==> src/rtl/ps2_keyboard_rx.sv <==
// PS/2 keyboard frame receiver with a show-ahead scancode FIFO.
// Rejected or timed-out frames raise a one-cycle frame_error; full-FIFO drops set sticky overflow.
module ps2_keyboard_rx #(
    parameter int unsigned FIFO_DEPTH     = 4,
    parameter int unsigned TIMEOUT_CYCLES = 16000
) (
    input  logic       CLK_CPU,
    input  logic       resetn,
    input  logic       keyboard_clock,
    input  logic       keyboard_data,
    input  logic       rd_en,
    output logic [7:0] rd_data,
    output logic       rd_valid,
    output logic       frame_error,
    output logic       overflow,
    input  logic       clear_err
);

    localparam int unsigned PtrW = $clog2(FIFO_DEPTH);
    localparam int unsigned CntW = PtrW + 1;
    localparam int unsigned ToW  = $clog2(TIMEOUT_CYCLES + 1);

    typedef enum logic [1:0] {StIdle, StData, StParity, StStop} state_e;

    state_e           state_q, state_d;
    logic             kb_clk_q;
    logic             fall;
    logic [2:0]       bit_idx_q, bit_idx_d;
    logic [7:0]       shift_q, shift_d;
    logic             parity_ok_q, parity_ok_d;
    logic [ToW-1:0]   to_cnt_q, to_cnt_d;
    logic             frame_error_q, frame_error_d;
    logic             timeout;
    logic             push;

    logic [7:0]       mem [FIFO_DEPTH];
    logic [PtrW-1:0]  wr_ptr_q, rd_ptr_q;
    logic [CntW-1:0]  count_q;
    logic             overflow_q;
    logic             full, pop, wr, overflow_set;

    assign fall    = kb_clk_q & ~keyboard_clock;
    // A falling edge on the same cycle as the limit still counts as progress.
    assign timeout = (state_q != StIdle) && !fall && (to_cnt_q == ToW'(TIMEOUT_CYCLES - 1));

    always_ff @(posedge CLK_CPU) begin
        if (!resetn) begin
            state_q       <= StIdle;
            kb_clk_q      <= 1'b1;
            bit_idx_q     <= 3'd0;
            shift_q       <= 8'h00;
            parity_ok_q   <= 1'b0;
            to_cnt_q      <= '0;
            frame_error_q <= 1'b0;
        end else begin
            state_q       <= state_d;
            kb_clk_q      <= keyboard_clock;
            bit_idx_q     <= bit_idx_d;
            shift_q       <= shift_d;
            parity_ok_q   <= parity_ok_d;
            to_cnt_q      <= to_cnt_d;
            frame_error_q <= frame_error_d;
        end
    end

    always_comb begin
        state_d = state_q;
        unique case (state_q)
            StIdle:   if (fall && !keyboard_data) state_d = StData;
            StData:   if (fall && bit_idx_q == 3'd7) state_d = StParity;
            StParity: if (fall) state_d = StStop;
            StStop:   if (fall) state_d = StIdle;
            default:  state_d = StIdle;
        endcase
        if (timeout) state_d = StIdle;
    end

    always_comb begin
        bit_idx_d     = bit_idx_q;
        shift_d       = shift_q;
        parity_ok_d   = parity_ok_q;
        frame_error_d = 1'b0;
        push          = 1'b0;
        to_cnt_d      = (state_q == StIdle || fall) ? '0 : to_cnt_q + ToW'(1);
        unique case (state_q)
            StIdle:   if (fall && !keyboard_data) bit_idx_d = 3'd0;
            StData: begin
                if (fall) begin
                    shift_d   = {keyboard_data, shift_q[7:1]};
                    bit_idx_d = bit_idx_q + 3'd1;
                end
            end
            StParity: if (fall) parity_ok_d = ^{shift_q, keyboard_data};
            StStop: begin
                if (fall) begin
                    if (keyboard_data && parity_ok_q) push = 1'b1;
                    else frame_error_d = 1'b1;
                end
            end
            default: ;
        endcase
        if (timeout) frame_error_d = 1'b1;
    end

    assign full         = (count_q == CntW'(FIFO_DEPTH));
    assign pop          = rd_en && rd_valid;
    assign wr           = push && (!full || pop);
    assign overflow_set = push && full && !pop;

    always_ff @(posedge CLK_CPU) begin
        if (wr) mem[wr_ptr_q] <= shift_q;
    end

    always_ff @(posedge CLK_CPU) begin
        if (!resetn) begin
            wr_ptr_q   <= '0;
            rd_ptr_q   <= '0;
            count_q    <= '0;
            overflow_q <= 1'b0;
        end else begin
            if (wr)  wr_ptr_q <= wr_ptr_q + PtrW'(1);
            if (pop) rd_ptr_q <= rd_ptr_q + PtrW'(1);
            if (wr && !pop)      count_q <= count_q + CntW'(1);
            else if (!wr && pop) count_q <= count_q - CntW'(1);
            if (overflow_set)   overflow_q <= 1'b1;
            else if (clear_err) overflow_q <= 1'b0;
        end
    end

    assign rd_valid    = (count_q != '0);
    assign rd_data     = rd_valid ? mem[rd_ptr_q] : 8'h00;
    assign frame_error = frame_error_q;
    assign overflow    = overflow_q;

endmodule

==> config.mk <==
export PLATFORM = sky130hd
export DESIGN_NAME = ps2_keyboard_rx
export DESIGN_NICKNAME = d
export VERILOG_FILES = /design/src/rtl/ps2_keyboard_rx.sv
export SDC_FILE = /design/constraint.sdc
export NUM_CORES = 1
export LEC_CHECK = 0
export CORE_AREA = 2 2 99 101
export CTS_CLUSTER_DIAMETER = 200
export DETAILED_ROUTE_END_ITERATION = 8
export DIE_AREA = 0 0 101 103
export PLACE_DENSITY = 0.51
export SYNTH_ARGS = -nofsm -noshare
export SYNTH_HDL_FRONTEND = slang
export SYNTH_SLANG_ARGS = --single-unit
==> constraint.sdc <==
create_clock -name CLK_CPU -period 2.6 [get_ports CLK_CPU]
set_input_delay 0.52 -clock CLK_CPU [delete_from_list [all_inputs] [get_ports CLK_CPU]]
set_output_delay 0.52 -clock CLK_CPU [all_outputs]
set_load 0.01 [all_outputs]
# After elaboration in Yosys (flattened, before gate mapping)
# Memory sizes are Yosys's and may differ from the RTL's. A register that Yosys moved wholly into a read port is not among the register bits.
# Index checks and enable logic that the tools add are counted.
# word_totals
ff_bits	38
ram_bits	32
in_bits	6
output_inout_bits	11
elab_cells	87
n_memories	1
# classes
add_sub_neg	6
eq_ne	11
muxes	24
bitwise	3
reduce_logical	31
# mem_list
memory	words	width	read_ports	rd_clocked_by_memory_dff	write_ports	line	text
mem	4	8	1	1	1	36	logic [7:0] mem [FIFO_DEPTH];
# ops
cell	n
$add A14 B1 Y14 const B	1
$eq A14 B14 Y1 const B	1
$mux W2	6
$mux W3	4
$logic_and A1 B1 Y1	11
$mux W1	11
$ne A2 B2 Y1 const B	5
$reduce_xor A9 Y1	1
$mux W8	1
$pmux W2 S4	1
$reduce_bool A2 Y1	4
$add A3 B1 Y3 const B	2
$eq A3 B3 Y1 const B	2
$pmux W3 S2	1
$logic_not A1 Y1	5
$add A2 B1 Y2 const B	2
$eq A2 B2 Y1 const B	2
$reduce_and A2 Y1	2
$reduce_and A4 Y1	1
$reduce_or A2 Y1	2
$reduce_and A3 Y1	1
$reduce_bool A3 Y1	1
$sub A3 B1 Y3 const B	1
$eq A2 B1 Y1 const B	1
4 further kinds	6

# Depth between registers and ports, before layout
# Gate-level depths: netlist of run 1.
# logic_depth
ltp_word	9
depth_mapped	8
ltp_nobuf	8

# Worst setup path before layout of run 1
# OpenSTA, ideal clock, no wires.
# synth_timing
path_kind	input-to-reg
start	input keyboard_clock
end	register count_q[2]
setup_time_ps	76
arrival_ps	2237
required_time_ps	2524
slack_ps	288
cell_stages	8
path_buffers	0
path_cell_list	nand2b_4 nor4b_4 ha_1 inv_1 fa_1 xor2_1 or3_1 a21boi_0
# synth_via
elab_chain_len	8
elab_cells_between_ends	10
classes_between	mux: 3; bitwise: 2; reduce/logical: 5
# synth_rtl
item	line	text
start: declaration	9	input logic keyboard_clock,
$not A1 Y1 (*)	42	assign fall = kb_clk_q & ~keyboard_clock;
$and A1 B1 Y1 (*)	42	
$mux W1 (*)	95	if (fall) begin
$mux W1 (*)	85	unique case (state_q)
$logic_and A1 B1 Y1 (*)	107	assign wr = push && (!full || pop);
net wr	40	logic full, pop, wr, overflow_set;
$logic_not A1 Y1	124	else if (!wr && pop) count_q <= count_q - CntW'(1);
$logic_and A1 B1 Y1	124	
$reduce_bool A2 Y1 (no source line)	--	
end signal: assignment	123	if (wr && !pop) count_q <= count_q + CntW'(1);
end signal: assignment	124	
end: declaration	38	logic [CntW-1:0] count_q;
# The timed path passes the listed nets; every way through them passes the cells marked *.
# A chain may end at the register's enable or synchronous reset.

==> results.sh, run 1 <==
export IMPL_status="completed"
export IMPL_fin_ws_ns=0.102
export IMPL_diodes=0
export IMPL_drt_wirelength_per_cell_um=13.5
export IMPL_skew_ns=0.00934
export IMPL_die_area_um2=10400
export IMPL_grtUsageTotal_pct=12.2
export IMPL_synth_cell_types=44
export IMPL_htreeDepth=3
export IMPL_cts_sinks=72
export IMPL_max_freq_ghz=0.400
export IMPL_io_buffers=16
export IMPL_syn_inst=253
export IMPL_cts_tree="done"
export IMPL_async_flop_share_pct=0
export IMPL_cp_data_arrival_time_ns=1.98
export IMPL_tightest_slew_ns=0.456
export IMPL_globalRouteOverflowTotal=0
export IMPL_final_hold_violation_count=0
export IMPL_core_um2=9460
export IMPL_synth_edf_count=32
export IMPL_nFillCells=929
export IMPL_postRouteAntennaNets=0
export IMPL_required_ns=2.08
export IMPL_die_w_um=101
export IMPL_leakagePower_nw=1.44
export IMPL_dp_slack_ns=-0.181
export IMPL_initial_core_util_pct=34.0
export IMPL_start_kind="flop"
export IMPL_mappedNetlistNets=272
export IMPL_vias_per_cell=4.70
export IMPL_worstPathCellList="buf_6 -> mux4_2 -> and2_1 -> clkdlybuf4s50_1"
export IMPL_stdcell_area_um2=3850
export IMPL_crit_fanout=8
export IMPL_clk_pin_slew_ns=0.08
export IMPL_ys_dominant_reg_cell="dfxtp_1"
export IMPL_final_common_cell="dfxtp_1"
export IMPL_avgSynthCellArea_um2=12.7
export IMPL_ios=17
export IMPL_holdWs_ns=0.480
export IMPL_synth_area_um2=3210
export IMPL_syn2layout_area_growth_pct=19.8
export IMPL_die_h_um=103
export IMPL_powerDensity_nw_per_um2=720
export IMPL_slew_limit_headroom_pct=69.6
export IMPL_drt_iter0_drc=36
export IMPL_cts_buffers_inserted=9
export IMPL_place_gp_congestion=0.772
export IMPL_fin_nets=310
export IMPL_drc=0
export IMPL_post_dp_hpwl_mm=4.01
export IMPL_ys_seq_elements=72
export IMPL_criticalPathCategory="flop to primary output"
export IMPL_dpl_cell_area_um2=3620
export IMPL_rsz0062_at_grt="false"
export IMPL_grt_max_degree=19
export IMPL_fin_crit_sh_pct=96.1
export IMPL_crit_path_end_kind="primary output"
export IMPL_grt_pass1_wl_mm=9.43
export IMPL_grt_pass1_vias=1885
export IMPL_drive_gt1_share_pct=17.9
export IMPL_min_period_ns=2.50
export IMPL_cts_root_buf="clkbuf_8"
export IMPL_clock_path_buffers=2
export IMPL_yosys_warnings=0
export IMPL_drv_slew=0
export IMPL_dr_pass1_iters=4
export IMPL_critPathSlowestCell="mux4_2"
export IMPL_ys_seq_area_share_pct=54.8
export IMPL_wl_mm=5.52
export IMPL_layout_common_cells="40 x dfxtp_1, 32 x edfxtp_1, 20 x and2_1, 17 x buf_4"
export IMPL_max_cap_violations=0
export IMPL_clk_latency_ns=0.34
export IMPL_cpPeakStageDelay_ns=0.51
export IMPL_hold_class="flop to flop"
export IMPL_hold_buffers=0
export IMPL_antenna_found_initial=0
export IMPL_rows=36
export IMPL_via_count=1927
export IMPL_max_vdd_ir_drop_uv=265
export IMPL_setup_viol=0
-- synth_stat cells (2+ instances only) --
cell type	number	area share [%]
nor3_1	6	0.93
dfxtp_1	40	25
nor4_1	2	0.39
mux4_2	8	5.6
nand4_1	4	0.78
a21oi_1	2	0.31
clkbuf_1	6	0.70
xor2_1	7	1.9
o21ai_0	4	0.62
xnor2_1	15	4.1
nor2_1	15	1.8
or3_1	2	0.39
edfxtp_1	32	30
nand3_1	6	0.93
inv_1	8	0.93
mux2i_1	13	4.0
nand2b_1	4	0.78
a21boi_0	2	0.47
ha_1	12	4.7
and2_1	20	3.9
nand2_1	9	1.1
nor2b_1	14	2.7
-- report_power, final --
part           internal [W]  leakage, nW  switching, W  total, W
sequential          0.00121        0.638     0.0000410   0.00125
clock              0.000542        0.110      0.000433  0.000974
combinational      0.000288        0.693      0.000253  0.000541
total               0.00204         1.44      0.000727   0.00277
-- critical path: cells and delay by family, from the launching register on --
| family | cells | cell delay, ns |
|---|---|---|
| buffers and inverters | 2 | 0.63 |
| muxes | 1 | 0.51 |
| DFF | 1 | 0.33 |
| and+or+nand+nor | 1 | 0.16 |
-- what timing repair did --
action,CTS,global route
endpoints found under the setup margin,0,8
setup buffers,0,0
hold endpoints to repair,0,0
resized for setup,0,2
-- per-layer routing --
metal / GRT usage, % / wire [um] / up-vias / share of wire [%]
met5: 0 / 0 / - / 0
met4: 5.30 / 83 / 0 / 1.5
met3: 4.20 / 187 / 7 / 3.4
met2: 19.6 / 2610 / 24 / 47
met1: 14.9 / 2640 / 925 / 48
li1: - / - / 971 / -
-- flip-flops by register name, summed over array words and instances (netlist names), named ones only --
signal       count
rd_ptr_q         2
to_cnt_q        14
frame_error      1
overflow         1
bit_idx_q        3
count_q          3
kb_clk_q         1
wr_ptr_q         2
state_q          2
shift_q          8
parity_ok_q      1
mem             32
-- area by class of cell --
cell class | instances | area [um2] | share of cell area, %
inverter | 8 | 30.0 | 0.780
timing repair buffer | 34 | 302 | 7.83
multi-input combinational | 166 | 1390 | 36.2
tap | 114 | 143 | 3.71
clock buffer | 9 | 124 | 3.22
clock inverter | 7 | 95.1 | 2.47
sequential | 72 | 1760 | 45.8
-- worst paths after layout --
path | from | cells past startpoint | slack, ns | end
setup reg to reg | state_q[0]$_SDFFE_PP0P_ | 8 | 0.41 | count_q[2]$_SDFFE_PN0P_
hold / removal | to_cnt_q[0]$_SDFF_PP0_ | 1 | 0.48 | to_cnt_q[0]$_SDFF_PP0_
setup / recovery | flop | 4 | 0.10 | rd_data[6]
hold reg to reg | to_cnt_q[0]$_SDFF_PP0_ | 1 | 0.48 | to_cnt_q[0]$_SDFF_PP0_
-- per-stage QoR --
step	setup TNS, ns	total power (W)	instances	util [%]
2_1_floorplan	0	0.00164	253	-
3_3_place_gp	-0.126	0.00182	394	38.3
3_5_place_dp	-0.181	0.00183	394	38.3
4_1_cts	0	0.00282	410	40.6
5_1_grt	0	0.00293	410	40.7
6_report	0	0.00277	410	40.7
-- logic make-up (layout without fill, tap and decap cells) --
group / count (synthesis) / after routing / share of synthesized area, %
and+or+nand+nor: 96 / 96 / 19.0
DFF: 72 / 72 / 54.8
xor gates and xnor gates: 23 / 23 / 6.70
muxes: 21 / 21 / 9.66
buffers and inverters: 15 / 58 / 1.79
adders and majority gates: 13 / 13 / 5.30
AOI/OAI and AO/OA: 13 / 13 / 2.73
Power figures use the tool's default switching activity.
==> run 2: changes to the inputs <==
--- a/config.mk
+++ b/config.mk
@@ -5,10 +5,10 @@
 export SDC_FILE = /design/constraint.sdc
 export NUM_CORES = 1
 export LEC_CHECK = 0
-export CORE_AREA = 2 2 99 101
+export CORE_AREA = 2 2 84 119
 export CTS_CLUSTER_DIAMETER = 200
 export DETAILED_ROUTE_END_ITERATION = 8
-export DIE_AREA = 0 0 101 103
+export DIE_AREA = 0 0 86 121
 export PLACE_DENSITY = 0.51
 export SYNTH_ARGS = -nofsm -noshare
 export SYNTH_HDL_FRONTEND = slang
==> results.sh, run 2 (synthesis gave the netlist of run 1 again) <==
export IMPL_top_register="mem"
export IMPL_max_vdd_ir_drop_uv=525
export IMPL_fin_crit_sh_pct=96.4
export IMPL_rows=42
export IMPL_hold_class="flop to flop"
export IMPL_core_um2=9300
export IMPL_max_cap_violations=0
export IMPL_dpl_cell_area_um2=3580
export IMPL_dr_pass1_iters=4
export IMPL_postRouteAntennaNets=0
export IMPL_dp_slack_ns=-0.199
export IMPL_die_w_um=86
export IMPL_grt_use_met2_pct=19.0
export IMPL_r2r_slack_ns=0.44
export IMPL_skew_ns=0.00370
export IMPL_crit_path_end_kind="primary output"
export IMPL_place_gp_congestion=0.737
export IMPL_regArea_um2=1760
export IMPL_globalRouteOverflowTotal=0
export IMPL_cell_internal_pwr_w=0.00214
export IMPL_p_clk_share_pct=37.4
export IMPL_switching_share_pct=25.5
export IMPL_clk_latency_ns=0.33
export IMPL_max_freq_ghz=0.399
export IMPL_drive_gt1_share_pct=15.5
export IMPL_fin_ws_ns=0.0928
export IMPL_layout_common_cells="40 x dfxtp_1, 32 x edfxtp_1, 20 x and2_1, 16 x clkdlybuf4s50_1"
export IMPL_post_dp_hpwl_mm=3.83
export IMPL_vias_per_cell=4.75
export IMPL_status="completed"
export IMPL_drc=0
export IMPL_die_h_um=121
export IMPL_criticalPathCategory="flop to primary output"
export IMPL_cts_root_buf="clkbuf_16"
export IMPL_power_switching_w=0.000732
export IMPL_largest_reg_flops=32
export IMPL_grt_busiest_layer="met2"
export IMPL_slew_limit_headroom_pct=68.1
export IMPL_ctsResizeCount=0
export IMPL_holdWs_ns=0.466
export IMPL_via_count=1904
export IMPL_cts_setup_buffers=0
export IMPL_ios=17
export IMPL_cts_tree="done"
export IMPL_nFillCells=903
export IMPL_setup_viol=0
export IMPL_drt_iter0_drc=76
export IMPL_syn2layout_area_growth_pct=19.5
export IMPL_seqPwrFrac_pct=43.8
export IMPL_place_inst=385
export IMPL_clock_path_buffers=2
export IMPL_required_ns=2.08
export IMPL_comb_power_share_pct=18.8
export IMPL_wl_mm=5.43
export IMPL_stdcell_count=401
export IMPL_die_area_um2=10400
export IMPL_initial_core_util_pct=34.5
export IMPL_crit_fanout=8
export IMPL_grt_max_degree=18
export IMPL_rsz0062_at_grt="false"
export IMPL_drt_wirelength_per_cell_um=13.5
export IMPL_cts_sinks=72
export IMPL_grtUsageTotal_pct=11.8
export IMPL_grt_pass1_wl_mm=9.12
export IMPL_top_regs="mem (32), to_cnt_q (14), shift_q (8)"
export IMPL_drv_slew=0
export IMPL_clk_pin_slew_ns=0.05
export IMPL_gr_usage_met1_pct=13.7
export IMPL_grt_use_met3_pct=2.45
export IMPL_grt_pass1_vias=1876
export IMPL_stdcell_area_um2=3840
export IMPL_diodes=0
export IMPL_powerDensity_nw_per_um2=749
export IMPL_hold_buffers=0
export IMPL_final_hold_violation_count=0
export IMPL_cts_buffers_inserted=9
export IMPL_start_kind="flop"
export IMPL_multi_input_area_um2=1390
export IMPL_antenna_found_initial=0
export IMPL_tightest_slew_ns=0.477
export IMPL_fin_nets=305
export IMPL_final_common_cell="dfxtp_1"
export IMPL_cp_data_arrival_time_ns=1.99
export IMPL_leakagePower_nw=1.41
export IMPL_io_buffers=16
export IMPL_htreeDepth=3
export IMPL_min_period_ns=2.51
[run 2: power groups by stage]
stage	clock [W]	combinational (W)	sequential [W]
global route	0.00116	0.000610	0.00127
finish	0.00107	0.000541	0.00126
floorplan	0	0.000370	0.00127
detailed placement	0	0.000555	0.00128
global placement	0	0.000548	0.00128
CTS	0.00111	0.000555	0.00126
[run 2: layout make-up]
class / count / area share [%]
clock buffers: 12 / 6.16
flip-flops and latches: 72 / 45.9
clock inverters: 4 / 0.587
repair buffers: 29 / 6.71
inverters: 8 / 0.782
multi-input cells: 166 / 36.3
well taps: 110 / 3.58
[run 2: stage by stage]
stage,util (%),TNS (ns),total power (W)
2_1_floorplan,-,0,0.00164
3_3_place_gp,38.5,-0.152,0.00183
3_5_place_dp,38.5,-0.199,0.00184
4_1_cts,41.3,0,0.00292
5_1_grt,41.3,0,0.00304
6_report,41.3,0,0.00288
[run 2: final timing paths]
kind | from | to | depth (start not counted)
hold reg to reg | to_cnt_q[0]$_SDFF_PP0_ | to_cnt_q[0]$_SDFF_PP0_ | 1
setup reg to reg | state_q[0]$_SDFFE_PP0P_ | count_q[2]$_SDFFE_PN0P_ | 8
setup / recovery | flop | rd_data[7] | 4
hold / removal | to_cnt_q[0]$_SDFF_PP0_ | to_cnt_q[0]$_SDFF_PP0_ | 1
[run 2: per-layer routing]
layer,part of all wire (%),vias to the layer above
met5,0,-
met4,3.5,0
met3,2.3,15
met2,50,23
met1,44,903
li1,-,963
[run 2: critical path, stage by stage (launching register included)]
cell and delay [ns]:
dfxtp_1 0.30, buf_4 0.21, mux4_2 0.51, and2_1 0.17, clkdlybuf4s50_1 0.47
